**config.mk**
```make
export PLATFORM = sky130hd
export DESIGN_NAME = conv_seq_ctrl
export DESIGN_NICKNAME = d
export VERILOG_FILES = /design/src/rtl/conv_seq_ctrl.sv
export SDC_FILE = /design/constraint.sdc
export NUM_CORES = 1
export LEC_CHECK = 0
export CORE_MARGIN = 2
export CORE_UTILIZATION = 35
export DETAILED_ROUTE_END_ITERATION = 7
export PLACE_DENSITY = 0.64
export SLEW_MARGIN = 15
export SYNTH_ARGS = -nofsm -noshare
export SYNTH_HDL_FRONTEND = slang
export SYNTH_SLANG_ARGS = --single-unit
```
**constraint.sdc**
```tcl
create_clock -name clk -period 2.75 [get_ports clk]
set_clock_uncertainty 0.05 [all_clocks]
set_input_delay 0.6875 -clock clk [delete_from_list [all_inputs] [get_ports clk]]
set_output_delay 0.6875 -clock clk [all_outputs]
set_load 0.03 [all_outputs]
```
**src/rtl/conv_seq_ctrl.sv**
```systemverilog
`default_nettype none
// +--------------------------------------------------------------------------+
// | conv_seq_ctrl: 3x3 convolution sequencer -- pixel/window tracking, FSM,  |
// | frame-synchronous kernel select. Option: CONV_CTRL_FRAME_STATS_EN.       |
// | Rev 1.0                                                                  |
// +--------------------------------------------------------------------------+
module conv_seq_ctrl #(
  parameter int WIDTH  = 320,
  parameter int HEIGHT = 240,
  parameter int BW     = 8
) (
  input  logic            clk,
  input  logic            rst_n,
  input  logic            in_valid,
  input  logic            out_ready,
  output logic            in_ready,
  input  logic            enable,
  input  logic [1:0]      kernel_sel,
  output logic [9*BW-1:0] coeffs,
  output logic [3:0]      frac_shift,
  output logic [1:0]      kernel_id,
  output logic [8:0]      col,
  output logic [7:0]      row,
  output logic            window_valid,
  output logic            sof,
  output logic            eof,
  output logic [1:0]      state,
  output logic [15:0]     frame_count
);

  localparam int NPIX  = WIDTH * HEIGHT;
  localparam int PIX_W = $clog2(NPIX);
  localparam logic [PIX_W-1:0] PIX_LAST     = PIX_W'(NPIX - 1);
  localparam logic [PIX_W-1:0] PIX_FILL_END = PIX_W'(2 * WIDTH + 2);
  localparam logic [8:0]       COL_LAST     = 9'(WIDTH - 1);

  typedef enum logic [1:0] {
    ST_IDLE = 2'd0,
    ST_FILL = 2'd1,
    ST_RUN  = 2'd2
  } state_t;

  state_t           state_q, state_d;
  logic [PIX_W-1:0] pix_q, pix_d;
  logic [8:0]       ncol_q, ncol_d;   // position of the next pixel to arrive
  logic [7:0]       nrow_q, nrow_d;
  logic [8:0]       col_q, col_d;
  logic [7:0]       row_q, row_d;
  logic             sof_q, sof_d;
  logic             eof_q, eof_d;
  logic             win_q, win_d;
  logic [1:0]       kernel_q, kernel_d;
  logic             transfer;
  logic             accept;
  logic             last_pix;

  assign in_ready = out_ready;
  assign transfer = in_valid & out_ready;
  assign accept   = transfer & ((state_q != ST_IDLE) | enable);
  assign last_pix = (pix_q == PIX_LAST);

  always_comb begin
    state_d  = state_q;
    pix_d    = pix_q;
    ncol_d   = ncol_q;
    nrow_d   = nrow_q;
    col_d    = col_q;
    row_d    = row_q;
    sof_d    = 1'b0;
    eof_d    = 1'b0;
    win_d    = win_q;
    kernel_d = kernel_q;

    if (accept) begin
      col_d = ncol_q;
      row_d = nrow_q;
      sof_d = (pix_q == '0);
      eof_d = last_pix;
      // The fill-ending pixel (2,2) is the first full window, so FILL pixels count here too.
      win_d = (ncol_q >= 9'd2) && (nrow_q >= 8'd2);

      case (state_q)
        ST_IDLE: state_d = ST_FILL;
        ST_FILL: if (pix_q == PIX_FILL_END) state_d = ST_RUN;
        default: state_d = state_q;
      endcase

      if (last_pix) begin
        pix_d   = '0;
        ncol_d  = '0;
        nrow_d  = '0;
        state_d = enable ? ST_FILL : ST_IDLE;
      end else begin
        pix_d = pix_q + 1'b1;
        if (ncol_q == COL_LAST) begin
          ncol_d = '0;
          nrow_d = nrow_q + 8'd1;
        end else begin
          ncol_d = ncol_q + 9'd1;
        end
      end
    end

    if ((kernel_sel != 2'd3) && ((state_q == ST_IDLE) || (accept && last_pix)))
      kernel_d = kernel_sel;
  end

  always_ff @(posedge clk or negedge rst_n) begin
    if (!rst_n) begin
      state_q  <= ST_IDLE;
      pix_q    <= '0;
      ncol_q   <= '0;
      nrow_q   <= '0;
      col_q    <= '0;
      row_q    <= '0;
      sof_q    <= 1'b0;
      eof_q    <= 1'b0;
      win_q    <= 1'b0;
      kernel_q <= 2'd1;
    end else begin
      state_q  <= state_d;
      pix_q    <= pix_d;
      ncol_q   <= ncol_d;
      nrow_q   <= nrow_d;
      col_q    <= col_d;
      row_q    <= row_d;
      sof_q    <= sof_d;
      eof_q    <= eof_d;
      win_q    <= win_d;
      kernel_q <= kernel_d;
    end
  end

  assign state        = state_q;
  assign col          = col_q;
  assign row          = row_q;
  assign sof          = sof_q;
  assign eof          = eof_q;
  assign window_valid = win_q;
  assign kernel_id    = kernel_q;

  always_comb begin
    coeffs     = '0;
    frac_shift = (kernel_q == 2'd2) ? 4'd4 : 4'd0;
    for (int n = 0; n < 9; n++) begin
      case (kernel_q)
        2'd0:    coeffs[n*BW +: BW] = (n == 4) ? BW'(1) : BW'(0);
        2'd1:    coeffs[n*BW +: BW] = (n == 4) ? BW'(8) : {BW{1'b1}};
        2'd2:    coeffs[n*BW +: BW] = (n == 4) ? BW'(4) : ((n % 2) == 1) ? BW'(2) : BW'(1);
        default: coeffs[n*BW +: BW] = BW'(0);
      endcase
    end
  end

`ifdef CONV_CTRL_FRAME_STATS_EN
  logic [15:0] fcnt_q, fcnt_d;

  always_comb fcnt_d = eof_d ? (fcnt_q + 16'd1) : fcnt_q;

  always_ff @(posedge clk or negedge rst_n) begin
    if (!rst_n) fcnt_q <= '0;
    else        fcnt_q <= fcnt_d;
  end

  assign frame_count = fcnt_q;
`else
  assign frame_count = '0;
`endif

endmodule
`default_nettype wire

```
==> metrics <==
DR WL/cell 12.40 microns; Crit path arrival time 1.77 ns; Synth Instances 400; die height 104.3 microns; most frequent cells in the layout 69 x nand2_1, 69 x buf_4, 57 x dfrtp_1; hpwl dp 5.411 mm; Seq/Total Area, Yosys 0.4123; wire length on met1 3.155 mm; Tmin final 2.504 ns; Antenna Nets Post-Route 0; Pwr Total 4.776 mW; CP required 2.01 ns; Top FF cell, synth dfrtp_1; PwrDens 1129 nW/um^2; Final GP Congestion 0.8381; Syn. warnings 0; Avg Cell Area, Syn 8.808 sq um; initial antenna violation count 0; crit start category register; CTS tree yes; ant diodes 0; Fin Setup TNS 0 ns; worst min path class in -> async; I/O pin total 124; # placed instances 568; Final setup viols 0; Fmax 0.3994 GHz; Sink Count 58; Post-synth EDFFs 0; Tightest Pin Transition 0.5668 ns; CTS Hold Bufs 0; drt first-iter violations 138; Fin. Hold Viols 0; vias in the first global route 2469; Worst-path clk slew 0.06 ns; Core Area 9774 sq um; WL met2 3.522 mm; die width 104.3 microns; Syn Std Cell Area 3523 sq um; via count 2695; Max Cap Viol 0; worst ir drop on vdd 782.7 uV; layout cells sized above 1 0.2084; max-slew violation total from the final report 0; RSZ-0062 raised after global routing false; final design utilization 0.4327; H-Tree Level Count 3; WL met3 493 microns; flops & latches, synth 58; crit share post-route 0.9105; Netlist cell types 44; DRT Wirelength 7.241 mm; Worst R2R Path Depth 6; total gr overflow 0; final cell count without fillers 584; Total GRT Usage 0.1349; number of port buffers 99; maximum clock path buffer count 2; RR Endpoint ncol_q[2]; later-pin clock latency in the skew report 0.34 ns; first-pass GRT wire length 11.85 mm; worst setup path class reg -> out; flop2flop setup slack 0.66 ns; ys async rst share 1.000; reg-to-reg startpoint pix_q[1]; Starting Density 0.3605; area grow syn2layout 20.03%; drt pass-1 iters 4; status complete, no violations; Pleak 2.019 nW; DR top layer met4; Crit Path Max Fanout 4; num rows 36; Worst setup EP type output port; Die ar. 10890 sq um; Vias/cell 4.615; Net count, final 463; max_slew headroom 0.6207; CTS buffer count 9; DRC viols 0; largest net degree at the start of global routing 58; Root Buffer clkbuf_8
report_power, final:
group | switching [mW] | internal [mW] | total [mW]
clock | 0.322 | 0.468 | 0.790
sequential | 0.164 | 0.991 | 1.16
combinational | 1.89 | 0.938 | 2.83
total | 2.38 | 2.40 | 4.78
cell usage after synthesis, types with 2 or more instances:
library cell,instances,area share
buf_4,89,0.19
nand2_1,69,0.074
dfrtp_1,57,0.40
nor2_1,34,0.036
nand3_1,15,0.021
nand4_1,12,0.021
o21ai_0,12,0.017
xnor2_1,12,0.030
ha_1,10,0.036
inv_1,10,0.011
clkbuf_1,9,0.0096
xor2_1,9,0.022
a21oi_1,8,0.011
nor4_1,8,0.014
nor3_1,7,0.0099
o31ai_1,3,0.0064
a22o_1,2,0.0050
and3_1,2,0.0036
and4_1,2,0.0050
nand2b_1,2,0.0036
nor2b_1,2,0.0036
o2bb2ai_1,2,0.0050
o41ai_1,2,0.0050
or2_2,2,0.0036
routing by layer:
| layer | track usage | vias to the layer above |
|---|---|---|
| met5 | 0 | - |
| met2 | 0.2292 | 96 |
| li1 | - | 1313 |
| met1 | 0.1606 | 1278 |
| met3 | 0.04198 | 8 |
| met4 | 0.04730 | 0 |
kinds of logic after synthesis:
logic type / count (synthesis) / share of synthesized area
AOI/OAI and AO/OA: 37 / 0.06819
xor gates and xnor gates: 21 / 0.05220
adders and majority gates: 10 / 0.03551
buffers and inverters: 110 / 0.2145
DFF: 58 / 0.4123
other: 1 / 0.001064
and+or+nand+nor: 163 / 0.2163
metrics by stage:
step	setup slack (ns)	area, sq um	hold slack, ns
after floorplan	0.2996	3612	0.3419
after global placement	0.1704	4041	0.4110
after detailed placement	0.1601	4041	0.4126
after CTS	0.2182	4229	0.1473
after global routing	0.1549	4229	0.1402
final	0.2460	4229	0.1480
cell type report:
cell class | instances | area [sq um]
Clock buffer | 14 | 162.7
Tap cell | 133 | 166.4
Fill cell | 942 | 5545
Timing Repair Buffer | 112 | 953.4
Multi-Input combinational cell | 255 | 1421
Clock inverter | 2 | 35.03
Sequential cell | 58 | 1453
Inverter | 10 | 37.54
sequential cells by signal (all words and copies together) (netlist names):
signal	flops
pix_q	17
eof	1
state	2
row	8
ncol_q	9
nrow_q	8
sof	1
window_valid	1
kernel_id	2
col	9
worst max path at each step:
stage,startpoint,end
after global placement,out_ready,nrow_q[7]
after detailed placement,out_ready,nrow_q[7]
after global routing,kernel_id[0],coeffs[64]
final,kernel_id[0],coeffs[34]
after CTS,kernel_id[0],coeffs[64]
after floorplan,kernel_id[0],coeffs[10]
repair_timing:
| action | CTS | global route |
|---|---|---|
| setup endpoints to repair | 8 | 0 |
| endpoints found under the hold margin | 0 | 0 |
| setup buffers | 0 | 0 |
| gates resized for setup | 8 | 0 |
critical path, cell delays in order (launching register included):
cell and delay (ns):
dfstp_2 0.56, inv_1 0.06, ha_1 0.21, clkdlybuf4s50_1 0.60
(Power assumes the default switching activity.)
